**config.mk**
```make
export PLATFORM = sky130hd
export DESIGN_NAME = seq_shift_unit_flat
export DESIGN_NICKNAME = d
export VERILOG_FILES = /design/src/rtl/seq_shift_unit_if.sv /design/src/rtl/seq_shift_unit.sv /design/src/flat_wrapper.sv
export SDC_FILE = /design/constraint.sdc
export NUM_CORES = 1
export LEC_CHECK = 0
export ABC_CLOCK_PERIOD_IN_PS = 3190
export BUFFER_PORTS_ARGS = -buffer_cell sky130_fd_sc_hd__buf_2
export CAP_MARGIN = 20
export CELL_PAD_IN_SITES_DETAIL_PLACEMENT = 0
export CELL_PAD_IN_SITES_GLOBAL_PLACEMENT = 1
export CORE_MARGIN = 5
export CORE_UTILIZATION = 46
export DETAILED_ROUTE_END_ITERATION = 12
export PLACE_DENSITY = 0.85
export SYNTH_ARGS = -nofsm -noshare
export SYNTH_HDL_FRONTEND = slang
export SYNTH_SLANG_ARGS = --single-unit
export TNS_END_PERCENT = 30
```
**constraint.sdc**
```tcl
create_clock -name CLK -period 3.19 [get_ports CLK]
set_clock_uncertainty 0.05 [all_clocks]
set_input_delay 0.1595 -clock CLK [delete_from_list [all_inputs] [get_ports CLK]]
set_output_delay 0.1595 -clock CLK [all_outputs]
set_load 0.1 [all_outputs]
```
**src/rtl/seq_shift_unit_if.sv**
```systemverilog
// ---------------------------------------------------------------------------
// seq_shift_unit_if
//   Handshake/data bundle between the control FSM (master) and the
//   multi-cycle shift unit (slave).
//   Signals:
//     start     master->slave  request, sampled only while busy=0
//     mode      master->slave  00 LSL, 01 LSR, 10 ASR, 11 ROR
//     shamt     master->slave  shift amount, $clog2(WIDTH) bits
//     data_in   master->slave  operand
//     busy      slave->master  shift in progress
//     done      slave->master  one-cycle completion pulse
//     data_out  slave->master  result, held until the next completion
//     carry_out slave->master  last bit shifted out (SHIFT_CARRY_EN only)
//   Optional feature macro: SHIFT_CARRY_EN
// ---------------------------------------------------------------------------
interface seq_shift_unit_if #(
    parameter int WIDTH = 16
);
    localparam int SHAMT_W = $clog2(WIDTH);

    logic               start;
    logic [1:0]         mode;
    logic [SHAMT_W-1:0] shamt;
    logic [WIDTH-1:0]   data_in;
    logic               busy;
    logic               done;
    logic [WIDTH-1:0]   data_out;
`ifdef SHIFT_CARRY_EN
    logic               carry_out;

    modport master (
        output start, mode, shamt, data_in,
        input  busy, done, data_out, carry_out
    );
    modport slave (
        input  start, mode, shamt, data_in,
        output busy, done, data_out, carry_out
    );
`else
    modport master (
        output start, mode, shamt, data_in,
        input  busy, done, data_out
    );
    modport slave (
        input  start, mode, shamt, data_in,
        output busy, done, data_out
    );
`endif
endinterface

```
**src/rtl/seq_shift_unit.sv**
```systemverilog
// ---------------------------------------------------------------------------
// seq_shift_unit
//   Multi-cycle shift/rotate unit (LSL, LSR, ASR, ROR) with a variable shift
//   amount, advancing up to STEP bits per clock. Start/busy/done handshake.
//   Parameters:
//     WIDTH  data width (>= 2)
//     STEP   max bits shifted per cycle (1..WIDTH-1)
//   Ports:
//     CLK    rising-edge clock
//     RST_N  asynchronous active-low reset
//     bus    seq_shift_unit_if slave modport (start, mode, shamt, data_in,
//            busy, done, data_out, and carry_out when enabled)
//   Optional feature macro: SHIFT_CARRY_EN (adds carry_out = last bit out)
// ---------------------------------------------------------------------------
module seq_shift_unit #(
    parameter int WIDTH = 16,
    parameter int STEP  = 1
) (
    input  logic            CLK,
    input  logic            RST_N,
    seq_shift_unit_if.slave bus
);
    localparam int SHAMT_W = $clog2(WIDTH);

    typedef enum logic [1:0] {
        IDLE,
        SHIFT,
        DONE
    } state_e;

    typedef enum logic [1:0] {
        M_LSL = 2'b00,
        M_LSR = 2'b01,
        M_ASR = 2'b10,
        M_ROR = 2'b11
    } mode_e;

    state_e             state_q, state_d;
    mode_e              mode_q, mode_d;
    logic [WIDTH-1:0]   work_q, work_d;
    logic [WIDTH-1:0]   dout_q, dout_d;
    logic [SHAMT_W-1:0] cnt_q, cnt_d, cnt_dec;
    logic [WIDTH-1:0]   step_w;
`ifdef SHIFT_CARRY_EN
    logic               cout_q, cout_d;
    logic               step_c;
`endif

    function automatic logic [WIDTH-1:0] shift1(input mode_e m, input logic [WIDTH-1:0] w);
        case (m)
            M_LSL:   shift1 = {w[WIDTH-2:0], 1'b0};
            M_LSR:   shift1 = {1'b0, w[WIDTH-1:1]};
            M_ASR:   shift1 = {w[WIDTH-1], w[WIDTH-1:1]};
            default: shift1 = {w[0], w[WIDTH-1:1]};
        endcase
    endfunction

    // k = min(STEP, cnt) unit steps, unrolled; the carry tracks the bit
    // leaving on the last step actually applied this cycle.
    always_comb begin
        step_w = work_q;
`ifdef SHIFT_CARRY_EN
        step_c = 1'b0;
`endif
        for (int unsigned i = 0; i < STEP; i++) begin
            if (i < 32'(cnt_q)) begin
`ifdef SHIFT_CARRY_EN
                step_c = (mode_q == M_LSL) ? step_w[WIDTH-1] : step_w[0];
`endif
                step_w = shift1(mode_q, step_w);
            end
        end
        cnt_dec = (32'(cnt_q) > STEP) ? cnt_q - SHAMT_W'(STEP) : '0;
    end

    always_comb begin
        state_d = state_q;
        mode_d  = mode_q;
        work_d  = work_q;
        cnt_d   = cnt_q;
        dout_d  = dout_q;
`ifdef SHIFT_CARRY_EN
        cout_d  = cout_q;
`endif
        case (state_q)
            SHIFT: begin
                work_d = step_w;
                cnt_d  = cnt_dec;
                if (cnt_dec == '0) begin
                    state_d = DONE;
                    dout_d  = step_w;
`ifdef SHIFT_CARRY_EN
                    cout_d  = step_c;
`endif
                end
            end
            default: begin
                if (bus.start) begin
                    mode_d = mode_e'(bus.mode);
                    work_d = bus.data_in;
                    cnt_d  = bus.shamt;
                    if (bus.shamt == '0) begin
                        state_d = DONE;
                        dout_d  = bus.data_in;
`ifdef SHIFT_CARRY_EN
                        cout_d  = 1'b0;
`endif
                    end else begin
                        state_d = SHIFT;
                    end
                end else begin
                    state_d = IDLE;
                end
            end
        endcase
    end

    always_ff @(posedge CLK or negedge RST_N) begin
        if (!RST_N) begin
            state_q <= IDLE;
            mode_q  <= M_LSL;
            work_q  <= '0;
            cnt_q   <= '0;
            dout_q  <= '0;
`ifdef SHIFT_CARRY_EN
            cout_q  <= 1'b0;
`endif
        end else begin
            state_q <= state_d;
            mode_q  <= mode_d;
            work_q  <= work_d;
            cnt_q   <= cnt_d;
            dout_q  <= dout_d;
`ifdef SHIFT_CARRY_EN
            cout_q  <= cout_d;
`endif
        end
    end

    assign bus.busy     = (state_q == SHIFT);
    assign bus.done     = (state_q == DONE);
    assign bus.data_out = dout_q;
`ifdef SHIFT_CARRY_EN
    assign bus.carry_out = cout_q;
`endif

endmodule

```
**src/flat_wrapper.sv**
```systemverilog
// flat-port wrapper written by rule: the top's interface ports become plain ports
module seq_shift_unit_flat 
#(
    parameter int WIDTH = 16,
    parameter int STEP  = 1
)
  (CLK, RST_N, bus_start, bus_mode, bus_shamt, bus_data_in, bus_busy, bus_done, bus_data_out);
  seq_shift_unit_if #(.WIDTH(WIDTH)) bus_i ();
  input  logic CLK;
  input  logic RST_N;
  input wire logic [$bits(bus_i.start)-1:0] bus_start;
  input wire logic [$bits(bus_i.mode)-1:0] bus_mode;
  input wire logic [$bits(bus_i.shamt)-1:0] bus_shamt;
  input wire logic [$bits(bus_i.data_in)-1:0] bus_data_in;
  output wire logic [$bits(bus_i.busy)-1:0] bus_busy;
  output wire logic [$bits(bus_i.done)-1:0] bus_done;
  output wire logic [$bits(bus_i.data_out)-1:0] bus_data_out;
  assign bus_i.start = bus_start;
  assign bus_i.mode = bus_mode;
  assign bus_i.shamt = bus_shamt;
  assign bus_i.data_in = bus_data_in;
  assign bus_busy = bus_i.busy;
  assign bus_done = bus_i.done;
  assign bus_data_out = bus_i.data_out;
  seq_shift_unit #(.WIDTH(WIDTH), .STEP(STEP)) u_core (.CLK(CLK), .RST_N(RST_N), .bus(bus_i));
endmodule
```
==> results of run 1 <==
logic make-up after synthesis:
logic type / synth area share
buf+inv: 0.05540
compound gates: 0.2331
simple gates: 0.1009
mux: 0.1552
flops: 0.4388
fa+ha+maj: 0.01646
state kept, by name, indices dropped and copies added, names as in the netlist:
name,cells
u_core.bus.data_out,16
u_core.work_q,16
u_core.cnt_q,4
u_core.mode_q,2
u_core.state_q,2
worst paths after layout:
path,endpoint,startpoint,slack [ps]
min reg2reg,u_core.bus.data_out[3],u_core.bus.data_out[3],460
max reg2reg,u_core.bus.data_out[4],u_core.cnt_q[0],920
max,u_core.bus.data_out[4],u_core.cnt_q[0],920
min in group asynchronous,u_core.cnt_q[2],RST_N,480
min,u_core.mode_q[0],bus_mode[0],50
max in group asynchronous,u_core.mode_q[0],RST_N,2070
per-stage QoR:
stage | std cells | area (µm²) | util
2_1_floorplan | 217 | 2281 | -
3_5_place_dp | 315 | 2512 | 0.5284
3_3_place_gp | 315 | 2512 | 0.5284
6_report | 324 | 2613 | 0.5495
4_1_cts | 324 | 2613 | 0.5495
5_1_grt | 324 | 2613 | 0.5495
synth_stat cells, types with 2 or more instances:
master	count
a211oi_1	14
nor2b_1	2
nand2_1	14
a31oi_1	2
o21a_1	14
nand3b_1	2
buf_2	7
o21ai_2	3
nand3_1	2
mux2_4	4
a21oi_1	6
nor2_1	10
and3_1	2
o22ai_1	3
inv_1	8
mux2i_1	8
mux2_2	19
nand2b_1	4
o21ai_1	3
dfrtp_1	40
ha_1	3
o21ai_0	21
clkbuf_1	4
a2bb2oi_1	5
what timing repair did:
action / CTS / global route
endpoints found under the hold margin: 40 / 0
gates resized for setup: 0 / 0
hold buffers: 1 / 0
layout by cell type, fill, tap and decap left out, types with 2 or more instances in the layout:
master     synthesis  routed
o21ai_2            3       3
nand2b_1           4       4
buf_2              7      42
o21ai_0           21      21
o21ai_1            3       3
nand2_1           14      14
and3_1             2       2
nor2b_1            2       2
o21a_1            14      14
o22ai_1            3       3
buf_4              1       4
a21oi_1            6       6
nand3b_1           2       2
clkbuf_8           0       6
a2bb2oi_1          5       5
mux2i_1            8       8
clkbuf_1           4       2
mux2_2            19      19
dfrtp_1           40      40
inv_1              8       8
nor2_1            10      10
ha_1               3       3
mux2_4             4       4
a211oi_1          14      14
nand3_1            2       2
a31oi_1            2       2
layer usage:
metal	track usage	share of wire
met1	0.2323	0.47
met4	0.05068	0.011
met2	0.2757	0.48
met3	0.03251	0.040
met5	0	0
layout make-up:
class,instances,share of cell area
Inverter,9,0.01293
Multi-Input combinational cell,153,0.4416
Sequential cell,40,0.3831
Tap cell,67,0.03209
Clock buffer,8,0.03448
Timing Repair Buffer,47,0.09579
==> results.sh, run 1 <==
export IMPL_status="completed"
export IMPL_cp_slowest_stage_delay_ps=600
export IMPL_holdWs_ps=49.97
export IMPL_dp_slack_ps=908.4
export IMPL_cts_clk_slew_worst_paths_ps=80
export IMPL_synth_area_top_cells="dfrtp_1 (44%), mux2_2 (9.4%), a211oi_1 (4.6%)"
export IMPL_worstHoldPathCells=2
export IMPL_fillers=457
export IMPL_synth_cell_types=41
export IMPL_endpoint_kind="register"
export IMPL_port_buffers=42
export IMPL_via_count=1737
export IMPL_critPathSlowestCell="a2bb2oi_4"
export IMPL_cts_tree="done"
export IMPL_synth_avg_cell_area_um2=10.51
export IMPL_seq_area_um2=1001
export IMPL_hold_class="in -> reg"
export IMPL_start_util=0.4797
export IMPL_routed_wl_mm=4.963
export IMPL_fin_ws_ps=916.3
export IMPL_grt_pass1_vias=1782
export IMPL_async_reset_ff_frac=1.000
export IMPL_report_final_slew_viol_count=0
export IMPL_path_depth=6
export IMPL_drc=0
export IMPL_cts_setup_buffers=0
export IMPL_cp_buffers_inverters=1
export IMPL_yosysTopAreaCellShare=0.4388
export IMPL_hold_violations=0
export IMPL_setup_violations=0
export IMPL_synth_seq_area_share=0.4388
export IMPL_max_freq_mhz=439.8
export IMPL_die_w_um=80.42
export IMPL_initialDrtViolationCount=74
export IMPL_grt_first_pass_wirelength_mm=8.645
export IMPL_required_ps=3310
export IMPL_grt_max_degree=41
export IMPL_ant_nets=0
export IMPL_cts_path_max_buffers=2
export IMPL_fin_tns_setup_ps=0
export IMPL_synth_area_leader_cell="dfrtp_1"
export IMPL_gp_congestion=0.8409
export IMPL_ys_warnings_count=0
export IMPL_finalCritPeriodShare=0.7128
export IMPL_die_h_um=80.42
export IMPL_n_antenna_cell=0
export IMPL_crit_fanout=17
export IMPL_cp_cell_sequence="inv_1 -> ha_1 -> nor2_1 -> o31ai_4 -> a2bb2oi_4 -> mux2_2"
export IMPL_crit_arrival_ps=2400
export IMPL_first_pass_iters=4
export IMPL_grt_ovfl_total=0
export IMPL_multi_input_area_um2=1154
export IMPL_root_buffer="clkbuf_8"
export IMPL_synth_edff_count=0
export IMPL_dp_hpwl_mm=3.436
export IMPL_synth_flop_cell="dfrtp_1"
export IMPL_post_route_min_period_ps=2274
export IMPL_synthesis_area_um2=2281
export IMPL_layout_drive_gt1_share=0.3346
export IMPL_rsz0062_at_grt="no"
export IMPL_tightest_slew_ps=880.5
export IMPL_grt_use_total=0.1709
export IMPL_htree_levels=2
export IMPL_area_delta_synth_final_pct=14.54
export IMPL_cts_sinks=40
export IMPL_critical_path_class="reg -> reg"
export IMPL_timing_max_cap_violations=0
export IMPL_vias_per_cell=5.361
export IMPL_core_region_area_um2=4755
export IMPL_antenna_found_initial=0
export IMPL_ys_seq_elements=40
export IMPL_synth_nets=245
export IMPL_routedWlPerCell_um=15.32
export IMPL_r2r_cells=6
export IMPL_numCtsBuffers=5
export IMPL_row_count=25
export IMPL_die_area_um2=6467
export IMPL_path_delay_family="compound AO/OA/AOI/OAI gates"
export IMPL_critPathLaunchType="register"
export IMPL_synth_cells=217
export IMPL_ios=43
export IMPL_max_slew_margin_rel=0.4130
export IMPL_nets=284
export IMPL_clock_latency_ps=290
Power of run 1 is not shown: default switching activity piles up to over one toggle a cycle in this logic, so the estimate is an artifact.
==> run 2, diff against run 1 <==
ABC_CLOCK_PERIOD_IN_PS = 1900   (was 3190)
CORE_UTILIZATION = 39   (was 46)
PLACE_DENSITY = 0.77   (was 0.85)
clock period = 1.9 ns   (was 3.19 ns; I/O delays follow)
==> run 2 against run 1 <==
Maximum frequency rose by 21%; setup slack worse by 900 ps; die area rose by 16%; first-iteration DRC count decreased by 5.4%.
==> results.sh, run 2 (same netlist as run 1, synthesis figures left out) <==
export IMPL_die_w_um=86.48
export IMPL_start_util=0.4067
export IMPL_final_area_um2=2969
export IMPL_grt_pass1_vias=1856
export IMPL_via_count=1891
export IMPL_grt_ovfl_total=0
export IMPL_nets=305
export IMPL_vias_per_cell=5.403
export IMPL_hold_violations=0
export IMPL_grt_use_total=0.1516
export IMPL_final_cell_mix="buf_2 (41), dfrtp_1 (40), buf_4 (17)"
export IMPL_first_pass_iters=4
export IMPL_report_final_slew_viol_count=0
export IMPL_crit_fanout=8
export IMPL_initialDrtViolationCount=70
export IMPL_cts_path_max_buffers=2
export IMPL_max_freq_mhz=531.2
export IMPL_placed_cells=332
export IMPL_die_area_um2=7478
export IMPL_n_antenna_cell=0
export IMPL_detailed_place_area_um2=2674
export IMPL_status="completed"
export IMPL_rsz0062_at_grt="yes"
export IMPL_fillers=534
export IMPL_die_h_um=86.48
export IMPL_drc=0
export IMPL_seq_area_um2=1001
export IMPL_row_count=27
export IMPL_cts_clk_slew_worst_paths_ps=80
export IMPL_dp_slack_ps=27.09
export IMPL_core_region_area_um2=5608
export IMPL_post_route_min_period_ps=1882
export IMPL_timing_max_cap_violations=0
export IMPL_critical_path_class="reg -> reg"
export IMPL_crit_arrival_ps=2010
export IMPL_mostFrequentLayoutCell="buf_2"
export IMPL_clock_latency_ps=290
export IMPL_htree_levels=2
export IMPL_required_ps=2030
export IMPL_routedWlPerCell_um=16.24
export IMPL_gp_congestion=0.7695
export IMPL_grt_first_pass_wirelength_mm=9.059
export IMPL_max_slew_margin_rel=0.6652
export IMPL_dp_hpwl_mm=3.862
export IMPL_area_delta_synth_final_pct=30.17
export IMPL_setup_violations=0
export IMPL_numCtsBuffers=5
export IMPL_ant_nets=0
export IMPL_hold_class="in -> reg"
export IMPL_ios=43
export IMPL_routed_wl_mm=5.683
export IMPL_multi_input_area_um2=1244
export IMPL_tightest_slew_ps=502.3
export IMPL_port_buffers=42
export IMPL_endpoint_kind="register"
export IMPL_fin_ws_ps=17.55
export IMPL_cts_tree="done"
export IMPL_root_buffer="clkbuf_8"
export IMPL_antenna_found_initial=0
export IMPL_layout_drive_gt1_share=0.4137
export IMPL_finalCritPeriodShare=0.9908
export IMPL_cts_sinks=40
export IMPL_grt_max_degree=23
export IMPL_instances_no_fill=350
export IMPL_critPathLaunchType="register"
run 2: changes by cell type in the layout (fill, tap and decap cells not counted), moves of 3 or more:
| cell | previous run | this run |
|---|---|---|
| buf_12 | 0 | 5 |
| o21ai_1 | 3 | 8 |
| buf_4 | 4 | 17 |
| mux2_4 | 4 | 11 |
| o21ai_0 | 21 | 16 |
| mux2_2 | 19 | 12 |
| ha_1 | 3 | 0 |
| ha_4 | 0 | 3 |
run 2: critical path, stage by stage (launching register included):
cell and delay, ps:
dfrtp_1 400, inv_2 130, ha_4 160, nor2_2 40, o31ai_4 280, a2bb2oi_4 230
buf_12 160, mux2_4 300
run 2: area by class of cell:
cell class,instances,share of cell area
clock buffer,7,0.03245
inverter,9,0.01138
clock inverter,1,0.01011
sequential,40,0.3371
timing repair buffer,67,0.1597
tap,72,0.03034
multi-input combinational,154,0.4189
run 2: final timing paths:
kind	from	end	slack, ps	cells past startpoint
max in group asynchronous	RST_N	u_core.work_q[12]	1070	3
min in group asynchronous	RST_N	u_core.bus.data_out[3]	250	2
min	bus_data_in[15]	u_core.work_q[15]	50	3
max	u_core.cnt_q[1]	u_core.bus.data_out[8]	20	7
max reg2reg	u_core.cnt_q[1]	u_core.bus.data_out[8]	20	7
min reg2reg	u_core.bus.data_out[7]	u_core.bus.data_out[7]	460	1
run 2: stage by stage:
stage / util / hold WS [ps] / setup TNS [ps]
floorplan: - / -250.6 / -20.08
CTS: 0.5047 / 37.69 / 0
finish: 0.5295 / 50.80 / 0
global placement: 0.4768 / 49.01 / 0
global route: 0.5295 / 58.69 / -387.1
detailed placement: 0.4768 / 43.32 / 0
run 2: per-layer routing:
| layer | GRT usage | up-vias | part of all wire |
|---|---|---|---|
| met5 | 0 | - | 0 |
| met4 | 0.04674 | 0 | 0.013 |
| met3 | 0.03612 | 7 | 0.043 |
| met2 | 0.2413 | 36 | 0.49 |
| met1 | 0.2039 | 947 | 0.46 |
| li1 | - | 901 | - |
run 2: timing repair:
| item | CTS | global route |
|---|---|---|
| hold endpoints to repair | 22 | 0 |
| hold buffers | 3 | 0 |
| setup buffers | 0 | 6 |
| resized for setup | 0 | 25 |
| endpoints found under the setup margin | 0 | 23 |
Power of run 2 is left out for the same reason.
==> run 3, diff against run 2 <==
ABC_CLOCK_PERIOD_IN_PS = 2130   (was 1900)
CORE_UTILIZATION = 43   (was 39)
PLACE_DENSITY = 0.81   (was 0.77)
SETUP_SLACK_MARGIN = 0.15   (was not set)
clock period = 2.13 ns   (was 1.9 ns; I/O delays follow)
==> run 3 against run 2 <==
Via count is 1.6% lower; first-iteration DRC count is 7.1% higher; flip-flop and latch count stayed put; hold slack worse by 35 ps; maximum frequency is 2.0% lower; highest routed layer unchanged; global-route usage is 1.2 points higher; sequential share of layout area is 2.0 points higher; non-clock buffer count is 4 lower.
==> results.sh, run 3 (same netlist as run 1, synthesis figures left out) <==
export IMPL_status="completed"
export IMPL_root_buffer="clkbuf_8"
export IMPL_required_ps=2260
export IMPL_drc=0
export IMPL_max_freq_mhz=520.5
export IMPL_grt_ovfl_total=0
export IMPL_final_cell_mix="buf_2 (41), dfrtp_1 (40), o21ai_0 (21)"
export IMPL_htree_levels=2
export IMPL_grt_pass1_vias=1884
export IMPL_area_delta_synth_final_pct=22.87
export IMPL_final_util=0.5453
export IMPL_regToRegSetupSlack_ps=210
export IMPL_via_count=1861
export IMPL_crit_fanout=9
export IMPL_r2r_cells=7
export IMPL_initialDrtViolationCount=75
export IMPL_cp_cell_sequence="inv_1 -> ha_1 -> nor2_1 -> o31ai_4 -> a2bb2oi_4 -> buf_12 -> mux2_2"
export IMPL_tightest_slew_ps=912.2
export IMPL_hold_class="in -> reg"
export IMPL_antenna_found_initial=0
export IMPL_gp_congestion=0.7889
export IMPL_ios=43
export IMPL_critPathLaunchType="register"
export IMPL_post_route_min_period_ps=1921
export IMPL_critPathSlowestCell="dfrtp_1"
export IMPL_routedWlPerCell_um=15.62
export IMPL_cts_sinks=40
export IMPL_routed_wl_mm=5.359
export IMPL_detailed_place_area_um2=2619
export IMPL_cts_tree="done"
export IMPL_rsz0062_at_grt="yes"
export IMPL_r2r_end="u_core.bus.data_out[2]"
export IMPL_numCtsBuffers=5
export IMPL_dp_hpwl_mm=3.624
export IMPL_nets=301
export IMPL_row_count=26
export IMPL_die_area_um2=6861
export IMPL_vias_per_cell=5.426
export IMPL_port_buffers=42
export IMPL_critPathLaunch="u_core.cnt_q[1]"
export IMPL_hold_violations=0
export IMPL_dp_slack_ps=-8.356
export IMPL_fin_ws_ps=208.9
export IMPL_path_depth=7
export IMPL_max_slew_margin_rel=0.3919
export IMPL_core_region_area_um2=5140
export IMPL_crit_arrival_ps=2050
export IMPL_path_delay_family="compound AO/OA/AOI/OAI gates"
export IMPL_cp_endpoint="u_core.bus.data_out[2]"
export IMPL_timing_rr_start="u_core.cnt_q[1]"
export IMPL_first_pass_iters=4
export IMPL_critical_path_class="reg -> reg"
export IMPL_timing_max_cap_violations=0
export IMPL_setup_violations=0
export IMPL_cp_slowest_stage_delay_ps=390
export IMPL_grt_first_pass_wirelength_mm=9.259
export IMPL_n_antenna_cell=0
export IMPL_clock_latency_ps=290
export IMPL_layout_drive_gt1_share=0.3773
export IMPL_start_util=0.4438
export IMPL_mostFrequentLayoutCell="buf_2"
export IMPL_finalCritPeriodShare=0.9019
export IMPL_cp_buffers_inverters=2
export IMPL_cts_clk_slew_worst_paths_ps=80
export IMPL_die_h_um=82.83
export IMPL_endpoint_kind="register"
export IMPL_final_area_um2=2803
export IMPL_grt_use_total=0.1632
export IMPL_report_final_slew_viol_count=0
export IMPL_ant_nets=0
export IMPL_cts_path_max_buffers=2
export IMPL_grt_max_degree=41
export IMPL_die_w_um=82.83
## run 3: worst min-delay path by stage
| stage | start | end | depth (start not counted) |
|---|---|---|---|
| floorplan | RST_N | u_core.bus.data_out[0] | 0 |
| global placement | RST_N | u_core.work_q[3] | 1 |
| detailed placement | RST_N | u_core.bus.data_out[3] | 1 |
| CTS | bus_mode[1] | u_core.mode_q[1] | 2 |
| global route | bus_mode[0] | u_core.mode_q[0] | 2 |
| finish | bus_mode[0] | u_core.mode_q[0] | 2 |
## run 3: final cells by class
class | instances | area [µm²]
fill | 500 | 2337
multi-input combinational | 154 | 1171
sequential | 40 | 1001
inverter | 9 | 33.78
timing repair buffer | 63 | 412.9
clock buffer | 7 | 96.34
tap | 70 | 87.58
## run 3: stage by stage
stage,TNS [ps],hold WS (ps),std cells
after floorplan,0,-239.1,217
after global placement,0,244.3,328
after detailed placement,-9.404,242.1,328
after CTS,0,1.002,338
after global routing,0,14.56,343
final,0,16.10,343
## run 3: what timing repair did
action | in CTS | in global routing
setup buffers | 2 | 3
hold buffers | 1 | 1
pin swaps | 1 | 0
endpoints found under the setup margin | 30 | 29
resized for setup | 1 | 1
cloned | 0 | 1
hold endpoints to repair | 40 | 1
## run 3: layer usage
metal / up-vias / routed length, µm / GRT usage
li1: 903 / - / -
met1: 913 / 2405 / 0.2163
met2: 36 / 2622 / 0.2566
met3: 9 / 235 / 0.03960
met4: 0 / 95 / 0.06389
met5: - / 0 / 0
## run 3: worst reg2reg max path, stage by stage, from the launching register on
cell	delay (ps)
dfrtp_1	390
inv_1	100
ha_1	200
nor2_1	80
o31ai_4	250
a2bb2oi_4	240
buf_12	160
mux2_2	340
Power of run 3 is left out for the same reason.
